`config.mk`:
```
export PLATFORM = sky130hd
export DESIGN_NAME = display_decoder
export DESIGN_NICKNAME = d
export VERILOG_FILES = /design/src/rtl/display_decoder_pkg.sv /design/src/rtl/display_decoder_seg7_decode.sv /design/src/rtl/display_decoder.sv
export SDC_FILE = /design/constraint.sdc
export NUM_CORES = 1
export LEC_CHECK = 0
export ABC_CLOCK_PERIOD_IN_PS = 2000
export BUFFER_PORTS_ARGS = -buffer_cell sky130_fd_sc_hd__buf_2
export CAP_MARGIN = 40
export CELL_PAD_IN_SITES_DETAIL_PLACEMENT = 2
export CELL_PAD_IN_SITES_GLOBAL_PLACEMENT = 2
export CORE_MARGIN = 2
export CORE_UTILIZATION = 34
export CTS_CLUSTER_SIZE = 30
export DETAILED_ROUTE_END_ITERATION = 8
export GPL_TIMING_DRIVEN = 0
export PLACE_DENSITY = 0.87
export SETUP_SLACK_MARGIN = 0.3
export SLEW_MARGIN = 40
export SYNTH_ARGS = -nofsm -noshare
export SYNTH_HDL_FRONTEND = slang
export SYNTH_SLANG_ARGS = --single-unit
```
`constraint.sdc`:
```
create_clock -name clk -period 2 [get_ports clk]
set_clock_uncertainty 0.1 [all_clocks]
set_input_delay 0.4 -clock clk [delete_from_list [all_inputs] [get_ports clk]]
set_output_delay 0.4 -clock clk [all_outputs]
set_load 0.005 [all_outputs]
```
`src/rtl/display_decoder_pkg.sv`:
```
// ----------------------------------------------------------------------------
// display_decoder_pkg
//   Shared definitions for the binary-to-decimal display stage: converter
//   state encoding, default width/digit constants and the active-low
//   seven-segment patterns (bit order g..a).
//   Optional build macro used by the consumers of this package:
//     DISPLAY_BLANK_EN - blank leading zero digits (digit 0 always shown).
// ----------------------------------------------------------------------------
package display_decoder_pkg;

    localparam int WIDTH  = 32;
    localparam int DIGITS = 10;

    typedef enum logic [1:0] {
        IDLE   = 2'd0,
        SHIFT  = 2'd1,
        COMMIT = 2'd2
    } state_t;

    // Active-low segment patterns, bit 6 = g ... bit 0 = a.
    localparam logic [6:0] SEG_0     = 7'h40;
    localparam logic [6:0] SEG_1     = 7'h79;
    localparam logic [6:0] SEG_2     = 7'h24;
    localparam logic [6:0] SEG_3     = 7'h30;
    localparam logic [6:0] SEG_4     = 7'h19;
    localparam logic [6:0] SEG_5     = 7'h12;
    localparam logic [6:0] SEG_6     = 7'h02;
    localparam logic [6:0] SEG_7     = 7'h78;
    localparam logic [6:0] SEG_8     = 7'h00;
    localparam logic [6:0] SEG_9     = 7'h10;
    localparam logic [6:0] SEG_BLANK = 7'h7F;

endpackage

```
`src/rtl/display_decoder_seg7_decode.sv`:
```
// ----------------------------------------------------------------------------
// seg7_decode
//   Combinational BCD digit to active-low seven-segment pattern.
//   Ports:
//     digit   in  4  BCD digit (0-9; larger codes show blank)
//     pattern out 7  active-low segments, bit order g..a
// ----------------------------------------------------------------------------
module seg7_decode
    import display_decoder_pkg::*;
(
    input  logic [3:0] digit,
    output logic [6:0] pattern
);

    always_comb begin
        case (digit)
            4'd0:    pattern = SEG_0;
            4'd1:    pattern = SEG_1;
            4'd2:    pattern = SEG_2;
            4'd3:    pattern = SEG_3;
            4'd4:    pattern = SEG_4;
            4'd5:    pattern = SEG_5;
            4'd6:    pattern = SEG_6;
            4'd7:    pattern = SEG_7;
            4'd8:    pattern = SEG_8;
            4'd9:    pattern = SEG_9;
            default: pattern = SEG_BLANK;
        endcase
    end

endmodule

```
`src/rtl/display_decoder.sv`:
```
// ----------------------------------------------------------------------------
// display_decoder
//   Captures a 32-bit word, converts it to ten BCD digits with a serial
//   shift-add-3 (double-dabble) engine and drives ten active-low
//   seven-segment digits. A single pending buffer holds the most recent
//   word requested while a conversion is running, so the last word stored
//   is always the one finally displayed.
//   Ports:
//     clk   in   1   core clock, rising edge
//     rst   in   1   synchronous active-high reset
//     value in   32  unsigned word to display
//     load  in   1   one-cycle capture request for value
//     seg   out  70  digit i in seg[7*i+6:7*i], active-low, g..a
//     bcd   out  40  digit i in bcd[4*i+3:4*i], last completed conversion
//     busy  out  1   converter in SHIFT or COMMIT
//     done  out  1   one-cycle pulse when seg/bcd update
//   Build option: DISPLAY_BLANK_EN blanks leading zero digits.
// ----------------------------------------------------------------------------
module display_decoder
    import display_decoder_pkg::*;
#(
    parameter int WIDTH  = display_decoder_pkg::WIDTH,
    parameter int DIGITS = display_decoder_pkg::DIGITS
) (
    input  logic                  clk,
    input  logic                  rst,
    input  logic [WIDTH-1:0]      value,
    input  logic                  load,
    output logic [7*DIGITS-1:0]   seg,
    output logic [4*DIGITS-1:0]   bcd,
    output logic                  busy,
    output logic                  done
);

    localparam int CNT_W = $clog2(WIDTH);
    localparam logic [CNT_W-1:0] LAST_STEP = CNT_W'(WIDTH - 1);

`ifdef DISPLAY_BLANK_EN
    localparam logic [7*DIGITS-1:0] SEG_RESET = {{(DIGITS-1){SEG_BLANK}}, SEG_0};
`else
    localparam logic [7*DIGITS-1:0] SEG_RESET = {DIGITS{SEG_0}};
`endif

    state_t                state, next_state;
    logic [WIDTH-1:0]      shreg;
    logic [WIDTH-1:0]      pend_buf;
    logic                  pend_valid;
    logic [4*DIGITS-1:0]   acc;
    logic [4*DIGITS-1:0]   acc_adj;
    logic [CNT_W-1:0]      cnt;
    logic [7*DIGITS-1:0]   seg_raw;
    logic [7*DIGITS-1:0]   seg_next;

    // ---------------- state machine ----------------
    // NOTE: clocked state uses non-blocking assignments so every register
    // samples the pre-edge values of its neighbours.
    always_ff @(posedge clk) begin
        if (rst) state <= IDLE;
        else     state <= next_state;
    end

    // NOTE: every combinational output gets a default first, so no path
    // through the case leaves it unassigned (which would infer a latch).
    always_comb begin
        next_state = state;
        case (state)
            IDLE:    if (pend_valid)        next_state = SHIFT;
            SHIFT:   if (cnt == LAST_STEP)  next_state = COMMIT;
            COMMIT:                         next_state = IDLE;
            default:                        next_state = IDLE;
        endcase
    end

    assign busy = (state != IDLE);

    // ---------------- request buffer ----------------
    // Every load lands here; IDLE starts a conversion from the buffer on the
    // following edge. A load in the same cycle the buffer is consumed keeps
    // the flag set, so the newer word queues behind the one being started.
    // NOTE: the buffer is an ordinary register and is cleared on reset so a
    // stale word can never be replayed after rst.
    always_ff @(posedge clk) begin
        if (rst) begin
            pend_buf   <= '0;
            pend_valid <= 1'b0;
        end else if (load) begin
            pend_buf   <= value;
            pend_valid <= 1'b1;
        end else if (state == IDLE && pend_valid) begin
            pend_valid <= 1'b0;
        end
    end

    // ---------------- double-dabble engine ----------------
    // Each nibble is corrected independently; 4-bit wrap is intended since a
    // corrected nibble (<= 12) never needs a carry into its neighbour.
    always_comb begin
        acc_adj = acc;
        for (int i = 0; i < DIGITS; i++) begin
            if (acc[4*i +: 4] >= 4'd5) acc_adj[4*i +: 4] = acc[4*i +: 4] + 4'd3;
        end
    end

    always_ff @(posedge clk) begin
        if (rst) begin
            shreg <= '0;
            acc   <= '0;
            cnt   <= '0;
        end else begin
            case (state)
                IDLE: begin
                    if (pend_valid) begin
                        shreg <= pend_buf;
                        acc   <= '0;
                        cnt   <= '0;
                    end
                end
                SHIFT: begin
                    // {acc, shreg} << 1 after correction; acc's top bit is
                    // always zero for a 32-bit input in ten digits.
                    {acc, shreg} <= {acc_adj[4*DIGITS-2:0], shreg, 1'b0};
                    cnt          <= cnt + 1'b1;
                end
                default: ;
            endcase
        end
    end

    // ---------------- display path ----------------
    for (genvar g = 0; g < DIGITS; g++) begin : g_dec
        seg7_decode u_dec (
            .digit   (acc[4*g +: 4]),
            .pattern (seg_raw[7*g +: 7])
        );
    end

`ifdef DISPLAY_BLANK_EN
    // Walk down from the top digit; blank while still inside the leading
    // zeros. Digit 0 is never blanked so zero still reads "0".
    always_comb begin
        logic leading;
        seg_next = seg_raw;
        leading  = 1'b1;
        for (int i = DIGITS - 1; i >= 1; i--) begin
            if (acc[4*i +: 4] != 4'd0) leading = 1'b0;
            if (leading) seg_next[7*i +: 7] = SEG_BLANK;
        end
    end
`else
    assign seg_next = seg_raw;
`endif

    always_ff @(posedge clk) begin
        if (rst) begin
            seg  <= SEG_RESET;
            bcd  <= '0;
            done <= 1'b0;
        end else begin
            done <= (state == COMMIT);
            if (state == COMMIT) begin
                bcd <= acc;
                seg <= seg_next;
            end
        end
    end

endmodule

```
==> metrics, run 1 <==
run status finished, violations left; failing checks negative hold slack, negative setup slack; synthesized area per cell between 8 and 9 um2; cell taking the most area after synthesis dfxtp_1; Finished Layout Cells between 1500 and 2000; Post-synth ARST share 0; final wirelength 55.21 mm; Core Region about 0.03 mm2; Hold Path Origin value[1]; count leader, synth dfxtp_1; Die H around 180 um; final core occ 0.4821; worst reg2reg startpoint acc[18]; worst hold-check path type in2reg; largest stage delay on the critical path 0.34 ns; initial antenna violation count 1; worst slew pin tran 0.8499 ns; Post-synth EDFFs 0; CTS Sinks 223; crit path max fanout 6; min cycle time layout 2.036 ns; # fillers around 3200; Final ANT Viol Nets 0; Synth warnings 0; Max H-tree Level 1; sequential-to-total area share from yosys stat 0.4299; post-synthesis cell type count 47; CTS Root Cell clkbuf_16; vias post-DR 11260; drt pass-1 iters 5; leakage 0.005751 uW; GR Overflow Total 0; layout cells sized above 1 0.3446; Worst Path Buf+Inv 3; worst ir drop on vdd about 560 uV; Post-synth top cells dfxtp_1, nor2_1, a21oi_1; GRT Resource Usage Total 0.2724; row count 63; top_reg_cell synth dfxtp_1; Setup TNS -0.03614 ns; first-pass GRT wire length just under 70 mm; synth top area cells dfxtp_1, a21oi_1, ha_1; GPL Wtd Cong 0.8740; Post-Synthesis Cells 1266; full die area 0.03195 mm2; Crit Path Category reg2out; Worst setup EP type primary output; Worst EP arrival 1.54 ns; worst rel slew slack 0.4334; Hold Slack -0.0005065 ns; Starting Density 0.3476; # IOs between 100 and 150; Critical Path Source state[0]; area of the mapped netlist 0.01038 mm2; Top cell by count, worst path buf_6; Routed wire per std cell 29.01 um; RSZ-0062 raised after global routing true; DRC Markers 0; Mapped Nets 1358; P per Cell Area 732.2 mW/mm2; # Max-Cap Violations 0; Layout Nets 1585; number of global-route vias before repair 11630; Horiz. Die Dim 178.8 um; Placed Cells 1800; Final HPWL DP 28.24 mm; port bufs 144; critical path, cell by cell buf_6, clkbuf_16, or2_4, buf_6; CTS Buf Count 27; clk_lat worst skew 0.55 ns; Crit-path slowest cell dfxtp_2; drt initial violations 810; final setup margin -0.03614 ns; number of synthesized register bits 223; count of final setup violators 1; Area Growth Syn to Fin 38.72%; largest net degree at the start of global routing 13; Final Hold Violating Endpoints 1; CP top delay family buffers and inverters; max-slew violation count 0; highest clock rate 0.4911 GHz; CTS tree yes; vias per cell about 6; period utilization 1.018; clock buffer depth 3; CP startpoint kind register; CP Data Required Time 1.50 ns; top-area cell type share of the netlist area 0.4299; clock slew seen by the registers of the worst setup and hold paths 0.07 ns
state kept, by name, indices dropped and copies added (netlist names):
name,count
acc,40
bcd,40
cnt,5
done,1
pend_buf,32
pend_valid,1
seg,70
shreg,32
state,2
area by class of cell:
cell class / instances / area, um2 / share of cell area
multi-input cells: 889 / 6190 / 0.4297
inverters: 55 / 214.0 / 0.01485
plain buffers: 99 / 883.3 / 0.06133
flip-flops and latches: 223 / 4552 / 0.3160
clock inverters: 4 / 73.82 / 0.005125
clock buffers: 44 / 809.5 / 0.05620
diodes: 1 / 2.502 / 0.0001737
repair buffers: 198 / 1191 / 0.08270
well taps: 390 / 488.0 / 0.03388
metal layers:
layer | wire length (um) | vias to the layer above | global-route usage | share of wire
met1 | 20550 | 5727 | 0.3124 | 0.37
met3 | 2897 | 212 | 0.03817 | 0.052
met2 | 28200 | 508 | 0.5002 | 0.51
met5 | 0 | - | 0 | 0
li1 | - | 4813 | - | -
met4 | 3564 | 0 | 0.1216 | 0.065
worst register-to-register path, cell delays in order (launching register included):
cell and delay [ns]:
dfxtp_1 0.45, clkbuf_2 0.34, a21oi_1 0.14, a21oi_1 0.31, nor2_2 0.09, a211oi_1 0.36
repair_timing:
action	CTS	global route
gates cloned	0	2
gates resized for setup	135	331
pin swaps	5	37
endpoints found under the hold margin	9	0
hold buffers	9	0
buffers inserted	17	26
endpoints found under the setup margin	192	154
final timing paths:
path	to	slack (ns)	depth (start not counted)
worst max register to register	seg[33]	0.08	5
worst min-delay path	pend_buf[1]	-0.0005	3
worst max-delay path	busy	-0.04	4
worst min register to register	bcd[21]	0.36	2
placed cells by master (no fill, tap or decap), types with 11 or more instances in the layout:
cell / count
a21oi_1: 97
nand2_2: 24
a211oi_1: 53
nor2_2: 12
clkbuf_2: 27
dfxtp_4: 22
clkbuf_16: 29
a22o_1: 21
nand2_4: 23
dfxtp_1: 197
buf_6: 15
nor2_1: 173
mux2i_1: 47
nor3_1: 18
and2_1: 11
ha_1: 42
buf_4: 48
inv_1: 47
o21ai_0: 43
nand2_1: 84
nor3b_1: 22
a21oi_2: 49
buf_2: 151
clkbuf_1: 26
per-stage QoR:
stage	hold WS (ns)	area [um2]	total power (uW)	setup slack (ns)
floorplan	0.3368	10390	5063	0.3584
global placement	0.3384	11590	5271	-0.4207
detailed placement	0.3506	11590	5310	-0.4833
CTS	0.0002155	13040	10280	0.003989
global route	0.005376	14400	10790	-0.04615
finish	-0.0005065	14400	10550	-0.03614
power breakdown:
part | total [uW] | internal, uW | switching (uW)
registers | 4590 | 4520 | 66.9
logic | 825 | 295 | 530
clock network | 5130 | 3000 | 2130
total | 10500 | 7820 | 2730
cells by family after synthesis:
logic type,synth area share
flip-flops,0.4299
multiplexers,0.04856
AO/OA/AOI/OAI,0.2006
buffers and inverters,0.06121
AND/OR/NAND/NOR,0.1826
XOR/XNOR,0.008434
adder cells (fa/ha/maj),0.06868
Power figures use the tool's default switching activity.
==> run 2, diff against run 1 <==
--- a/config.mk
+++ b/config.mk
@@ -20,4 +20,5 @@
 export SLEW_MARGIN = 40
 export SYNTH_ARGS = -nofsm -noshare
 export SYNTH_HDL_FRONTEND = slang
+export SYNTH_HIERARCHICAL = 1
 export SYNTH_SLANG_ARGS = --single-unit
==> metrics, run 2 <==
run status finished, final reports clean (was finished, violations left); layout cells sized above 1 0.2064 (was 0.3446); Starting Density 0.3438 (was 0.3476); synth top area cells dfxtp_1, nand2_1, ha_1 (was dfxtp_1, a21oi_1, ha_1); crit path max fanout 4 (was 6); top flop regs seg (70), acc (40), bcd (40) (unchanged); max-slew violation count 0 (unchanged); vias per cell 5.114 (was 5.917); number of global-route vias before repair 11440 (was 11630); Crit Path Category reg2out (unchanged); Final Hold Violating Endpoints 0 (was 1); CTS Root Cell clkbuf_16 (unchanged); min cycle time layout 1.909 ns (was 2.036 ns); Die H 182.2 um (was 178.8 um); Most flops, register seg (unchanged); final core occ 0.4283 (was 0.4821); cell taking the most area after synthesis dfxtp_1 (unchanged); Synth warnings 6 (was 0); worst rel slew slack 0.5548 (was 0.4334); Final ANT Viol Nets 0 (unchanged); sequential power share 0.456 (was 0.435); Post-synth EDFFs 0 (unchanged); Combinational Power Share 0.060 (was 0.078); clock buffer depth 3 (unchanged); Max H-tree Level 1 (unchanged); largest net degree at the start of global routing 14 (was 13); CP startpoint kind register (unchanged); Area Growth Syn to Fin 24.56% (was 38.72%); CTS Buf Count 27 (unchanged); Net Sw Frac 0.2462 (was 0.2589); Top cell by count, worst path buf_6 (unchanged); # Max-Cap Violations 0 (unchanged); most frequent cells in the layout nand2_1, dfxtp_1, nor2_1 (was dfxtp_1, nor2_1, buf_2); Finished Layout Cells 1992 (was 1903); Min-Delay Path Depth 3 (unchanged); number of synthesized register bits 223 (unchanged); row count 65 (was 63); Clk pwr share 0.485 (was 0.487); post-synthesis cell type count 37 (was 47); Reg2Reg Setup Slack 0.33 ns (was 0.08 ns); Psw 2492 uW (was 2731 uW); period utilization 0.9547 (was 1.018); RSZ-0062 raised after global routing true (unchanged); drt initial violations 385 (was 810); max FFs per register 70 (unchanged); Setup TNS 0 ns (was -0.03614 ns); CP Data Required Time 1.50 ns (about the same); highest clock rate 0.5237 GHz (was 0.4911 GHz); commonest non-fill, non-tap cell in the layout nand2_1 (was dfxtp_1); Mapped Nets 1471 (was 1358); Placed Cells 1910 (was 1800); Layout Nets 1675 (was 1585); initial antenna violation count 1 (unchanged); top_reg_cell synth dfxtp_1 (unchanged); port bufs 144 (unchanged); count of final setup violators 0 (was 1); GRT Resource Usage Total 0.2203 (was 0.2724); Worst setup EP type primary output (unchanged); Worst EP arrival 1.41 ns (was 1.54 ns); Post-synth ARST share 0 (unchanged); GPL Wtd Cong 0.7800 (was 0.8740); Routed wire per std cell 18.97 um (was 29.01 um); Worst Reg2Reg Path Length in Cells 6 (was 5); Core Region 0.03139 mm2 (was 0.02987 mm2); Final HPWL DP 25.13 mm (was 28.24 mm); Pint 7629 uW (was 7816 uW); Crit-path slowest cell dfxtp_2 (unchanged); final wirelength 37.80 mm (was 55.21 mm); first-pass GRT wire length 59.67 mm (was 67.23 mm); worst slew pin tran 0.6678 ns (was 0.8499 ns); area of the mapped netlist 0.01079 mm2 (was 0.01038 mm2); leakage 0.005716 uW (was 0.005751 uW); P per Cell Area 752.9 mW/mm2 (was 732.2 mW/mm2); critical path, cell by cell buf_6, or2_4, buf_6 (was buf_6, clkbuf_16, or2_4, buf_6); Horiz. Die Dim 182.2 um (was 178.8 um); Post-Synthesis Cells 1364 (was 1266); CTS Sinks 223 (unchanged); vias post-DR 10190 (was 11260); full die area 0.03318 mm2 (was 0.03195 mm2); clk_lat worst skew 0.56 ns (was 0.55 ns); largest stage delay on the critical path 0.34 ns (about the same); GR Overflow Total 0 (unchanged); sequential-to-total area share from yosys stat 0.4136 (was 0.4299); worst hold-check path type in2reg (unchanged); clock slew seen by the registers of the worst setup and hold paths 0.07 ns (about the same); count leader, synth nand2_1 (was dfxtp_1); worst ir drop on vdd 632.7 uV (was 563.3 uV); Post-synth top cells nand2_1, dfxtp_1, nor2_1 (was dfxtp_1, nor2_1, a21oi_1); # IOs 147 (unchanged); # fillers 3599 (was 3216); drt pass-1 iters 4 (was 5); CTS tree yes (unchanged); synthesized area per cell 7.913 um2 (was 8.202 um2); DRC Markers 0 (unchanged); top-area cell type share of the netlist area 0.4136 (was 0.4299)
==> run 2: cell count changes in the layout (fill, tap and decap cells not counted), moves of 23 or more <==
cell | previous run | this run
buf_4 | 48 | 21
a211oi_1 | 53 | 0
a21oi_2 | 49 | 17
nand2_2 | 24 | 1
nand2b_1 | 5 | 52
o21ai_0 | 43 | 74
nand2_1 | 84 | 240
nand2_4 | 23 | 0
ha_1 | 42 | 72
a21oi_1 | 97 | 136
==> run 2: repair_timing <==
action / in CTS / in global routing
hold buffers: 18 / 0
pin swaps: 2 / 7
gates cloned: 0 / 1
gates resized for setup: 54 / 73
endpoints found under the hold margin: 18 / 0
endpoints found under the setup margin: 149 / 155
buffers inserted: 2 / 10
==> run 2: logic make-up (layout without fill, tap and decap cells) <==
family | after synthesis | count (layout) | synth area share
xor gates and xnor gates | 19 | 19 | 0.01542
DFF | 223 | 223 | 0.4136
AOI/OAI and AO/OA | 280 | 280 | 0.1463
buffers and inverters | 144 | 369 | 0.06399
and+or+nand+nor | 582 | 582 | 0.2361
adders and majority gates | 72 | 72 | 0.08347
other | 0 | 1 | 0
muxes | 44 | 44 | 0.04104
==> run 2: final cells by class <==
cell class | instances | area, um2 | area share
plain buffers | 93 | 608.1 | 0.04523
well taps | 402 | 503.0 | 0.03741
clock buffers | 39 | 750.7 | 0.05584
multi-input cells | 997 | 5746 | 0.4274
clock inverters | 11 | 116.4 | 0.008655
repair buffers | 175 | 1005 | 0.07473
diodes | 1 | 2.502 | 0.0001861
inverters | 51 | 191.4 | 0.01424
flip-flops and latches | 223 | 4522 | 0.3363
==> run 2: metrics by stage <==
step | setup slack, ns | cell area [um2] | total power (uW) | hold slack [ns]
2_1_floorplan | 0.3998 | 10790 | 5039 | 0.3527
6_report | 0.09051 | 13440 | 10120 | 0.007718
3_3_place_gp | -0.2196 | 12020 | 5202 | 0.3408
4_1_cts | 0.07945 | 13190 | 10200 | 0.002187
5_1_grt | 0.06465 | 13440 | 10470 | 0.01981
3_5_place_dp | -0.2647 | 12020 | 5240 | 0.3485
==> run 2: worst max-delay path, delay by kind of cell (launching register included) <==
kind / cells / cell delay (ns)
flip-flops: 1 / 0.34
AND/OR/NAND/NOR: 1 / 0.26
buffers and inverters: 2 / 0.25
==> run 2: path summary, 6_finish.rpt <==
kind / from / end
worst max-delay path: state[1] / busy
worst min-delay path: value[16] / pend_buf[16]
worst max register to register: state[0] / shreg[20]
worst min register to register: seg[49] / seg[49]
==> run 2: per-layer routing <==
layer | global-route usage | up-vias | share of wire
met4 | 0.05613 | 0 | 0.023
met2 | 0.4269 | 151 | 0.52
li1 | - | 4911 | -
met3 | 0.03033 | 50 | 0.032
met1 | 0.2520 | 5075 | 0.42
met5 | 0 | - | 0
==> run 2: power by group through the flow <==
stage	sequential (uW)	combinational (uW)	clock, uW
2_1_floorplan	4690	346	0
3_3_place_gp	4710	495	0
3_5_place_dp	4720	524	0
4_1_cts	4620	575	5010
5_1_grt	4620	668	5180
6_report	4610	605	4900
==> run 3, diff against run 2 <==
--- a/config.mk
+++ b/config.mk
@@ -10,7 +10,7 @@
 export CAP_MARGIN = 40
 export CELL_PAD_IN_SITES_DETAIL_PLACEMENT = 2
 export CELL_PAD_IN_SITES_GLOBAL_PLACEMENT = 2
-export CORE_MARGIN = 2
+export CORE_MARGIN = 8
 export CORE_UTILIZATION = 34
 export CTS_CLUSTER_SIZE = 30
 export DETAILED_ROUTE_END_ITERATION = 8
==> metrics, run 3 (synthesized netlist as in run 2, its figures left out) <==
run status finished, final reports clean (unchanged); Pint 7563 uW (was 7629 uW); Net Sw Frac 0.2431 (was 0.2462); number of global-route vias before repair 11380 (was 11440); commonest non-fill, non-tap cell in the layout nand2_1 (unchanged); port bufs 144 (unchanged); Worst Path Buf+Inv 2 (unchanged); Top cell by count, worst path buf_6 (unchanged); worst hold-check path type in2reg (unchanged); clock buffer depth 3 (unchanged); drt initial violations 376 (was 385); CP startpoint kind register (unchanged); crit path max fanout 7 (was 4); leakage 0.005665 uW (was 0.005716 uW); CTS tree yes (unchanged); max-slew violation count 0 (unchanged); min cycle time layout 1.880 ns (was 1.909 ns); most frequent cells in the layout nand2_1, dfxtp_1, nor2_1 (unchanged); Final HPWL DP 25.98 mm (was 25.13 mm); Combinational Power Share 0.062 (was 0.060); highest clock rate 0.5320 GHz (was 0.5237 GHz); Worst setup EP type primary output (unchanged); full die area 0.03770 mm2 (was 0.03318 mm2); worst slew pin tran 0.6549 ns (was 0.6678 ns); drt pass-1 iters 4 (unchanged); top flop regs seg (70), acc (40), bcd (40) (unchanged); ant diodes 0 (was 1); P per Cell Area 745.5 mW/mm2 (was 752.9 mW/mm2); initial antenna violation count 1 (unchanged); largest stage delay on the critical path 0.32 ns (was 0.34 ns); worst rel slew slack 0.5634 (was 0.5548); max FFs per register 70 (unchanged); Starting Density 0.3438 (unchanged); GRT Resource Usage Total 0.1948 (was 0.2203); Final ANT Viol Nets 0 (unchanged); clock slew seen by the registers of the worst setup and hold paths 0.05 ns (was 0.07 ns); sequential power share 0.463 (was 0.456); Reg2Reg Setup Slack 0.26 ns (was 0.33 ns); Power Total 9992 uW (was 10120 uW); vias post-DR 10160 (was 10190); row count 65 (unchanged); CTS Root Cell clkbuf_16 (unchanged); layout cells sized above 1 0.2207 (was 0.2064); Most flops, register seg (unchanged); Horiz. Die Dim 194.2 um (was 182.2 um); Layout Nets 1665 (was 1675); RSZ-0062 raised after global routing true (unchanged); final setup margin 0.1202 ns (was 0.09051 ns); GPL Wtd Cong 0.7744 (was 0.7800); CTS Sinks 223 (unchanged); clk_lat worst skew 0.54 ns (was 0.56 ns); DRC Markers 0 (unchanged); Crit Path Category reg2out (unchanged); Max H-tree Level 1 (unchanged); Core Region 0.03139 mm2 (unchanged); Crit-path slowest cell dfxtp_1 (was dfxtp_2); Die H 194.2 um (was 182.2 um); Final Hold Violating Endpoints 0 (unchanged); pre-CTS WS -0.3295 ns (was -0.2647 ns); # Max-Cap Violations 0 (unchanged); count of final setup violators 0 (unchanged); # IOs 147 (unchanged); first-pass GRT wire length 61.20 mm (was 59.67 mm); Area Growth Syn to Fin 24.19% (was 24.56%); largest net degree at the start of global routing 14 (unchanged); vias per cell 5.134 (was 5.114); GR Overflow Total 0 (unchanged); Psw 2429 uW (was 2492 uW); Routed wire per std cell 20.01 um (was 18.97 um); CTS Buf Count 27 (unchanged); Clk pwr share 0.476 (was 0.485); worst ir drop on vdd 622.0 uV (was 632.7 uV); CP Data Required Time 1.50 ns (about the same); CP top delay family flip-flops (unchanged); critical path, cell by cell buf_6, or2_4, buf_6 (unchanged); final wirelength 39.60 mm (was 37.80 mm); Worst EP arrival 1.38 ns (was 1.41 ns); period utilization 0.9399 (was 0.9547)
[run 3: power groups by stage]
stage | logic (uW) | clock network [uW] | registers, uW
after floorplan | 346 | 0 | 4690
after global placement | 498 | 0 | 4710
after detailed placement | 527 | 0 | 4720
after CTS | 576 | 4850 | 4620
after global routing | 676 | 5040 | 4630
final | 618 | 4750 | 4620
[run 3: worst min-delay path, cell delays in order]
cell,delay (ns)
buf_2,0.08
mux2i_1,0.06
nor2_1,0.07
[run 3: worst paths after layout]
| kind | startpoint | to | cells after the start |
|---|---|---|---|
| setup / recovery | state[0] | busy | 3 |
| hold / removal | value[16] | pend_buf[16] | 3 |
| setup reg to reg | state[0] | cnt[0] | 7 |
| hold reg to reg | seg[56] | seg[56] | 2 |
[run 3: stage by stage]
| step | util | area [um2] | hold WS (ns) | cells | TNS [ns] |
|---|---|---|---|---|---|
| after CTS | 0.4186 | 13140 | 0.0002229 | 1974 | 0 |
| final | 0.4270 | 13400 | 0.01696 | 1979 | 0 |
| after floorplan | - | 10790 | 0.3527 | 1364 | 0 |
| after global routing | 0.4270 | 13400 | 0.01908 | 1979 | 0 |
| after global placement | 0.3828 | 12020 | 0.3407 | 1910 | -28.20 |
| after detailed placement | 0.3828 | 12020 | 0.3475 | 1910 | -25.49 |
[run 3: timing repair]
item,CTS,global route
resized for setup,56,86
endpoints found under the setup margin,156,168
endpoints found under the hold margin,11,0
pin swaps,0,4
buffers inserted,5,5
hold buffers,11,0
[run 3: final cells by class]
type	count	area [um2]
inverters	51	191.4
multi-input cells	997	5809
repair buffers	165	924.6
plain buffers	93	614.3
flip-flops and latches	223	4516
fillers	3611	17990
clock inverters	7	67.56
clock buffers	41	778.2
well taps	402	503.0
[run 3: metal layers]
layer	global-route usage	up-vias	wire length [um]
met3	0.03679	65	1376
met1	0.2221	5027	16550
met2	0.3692	169	20790
li1	-	4897	-
met5	0	-	12
met4	0.04356	2	862
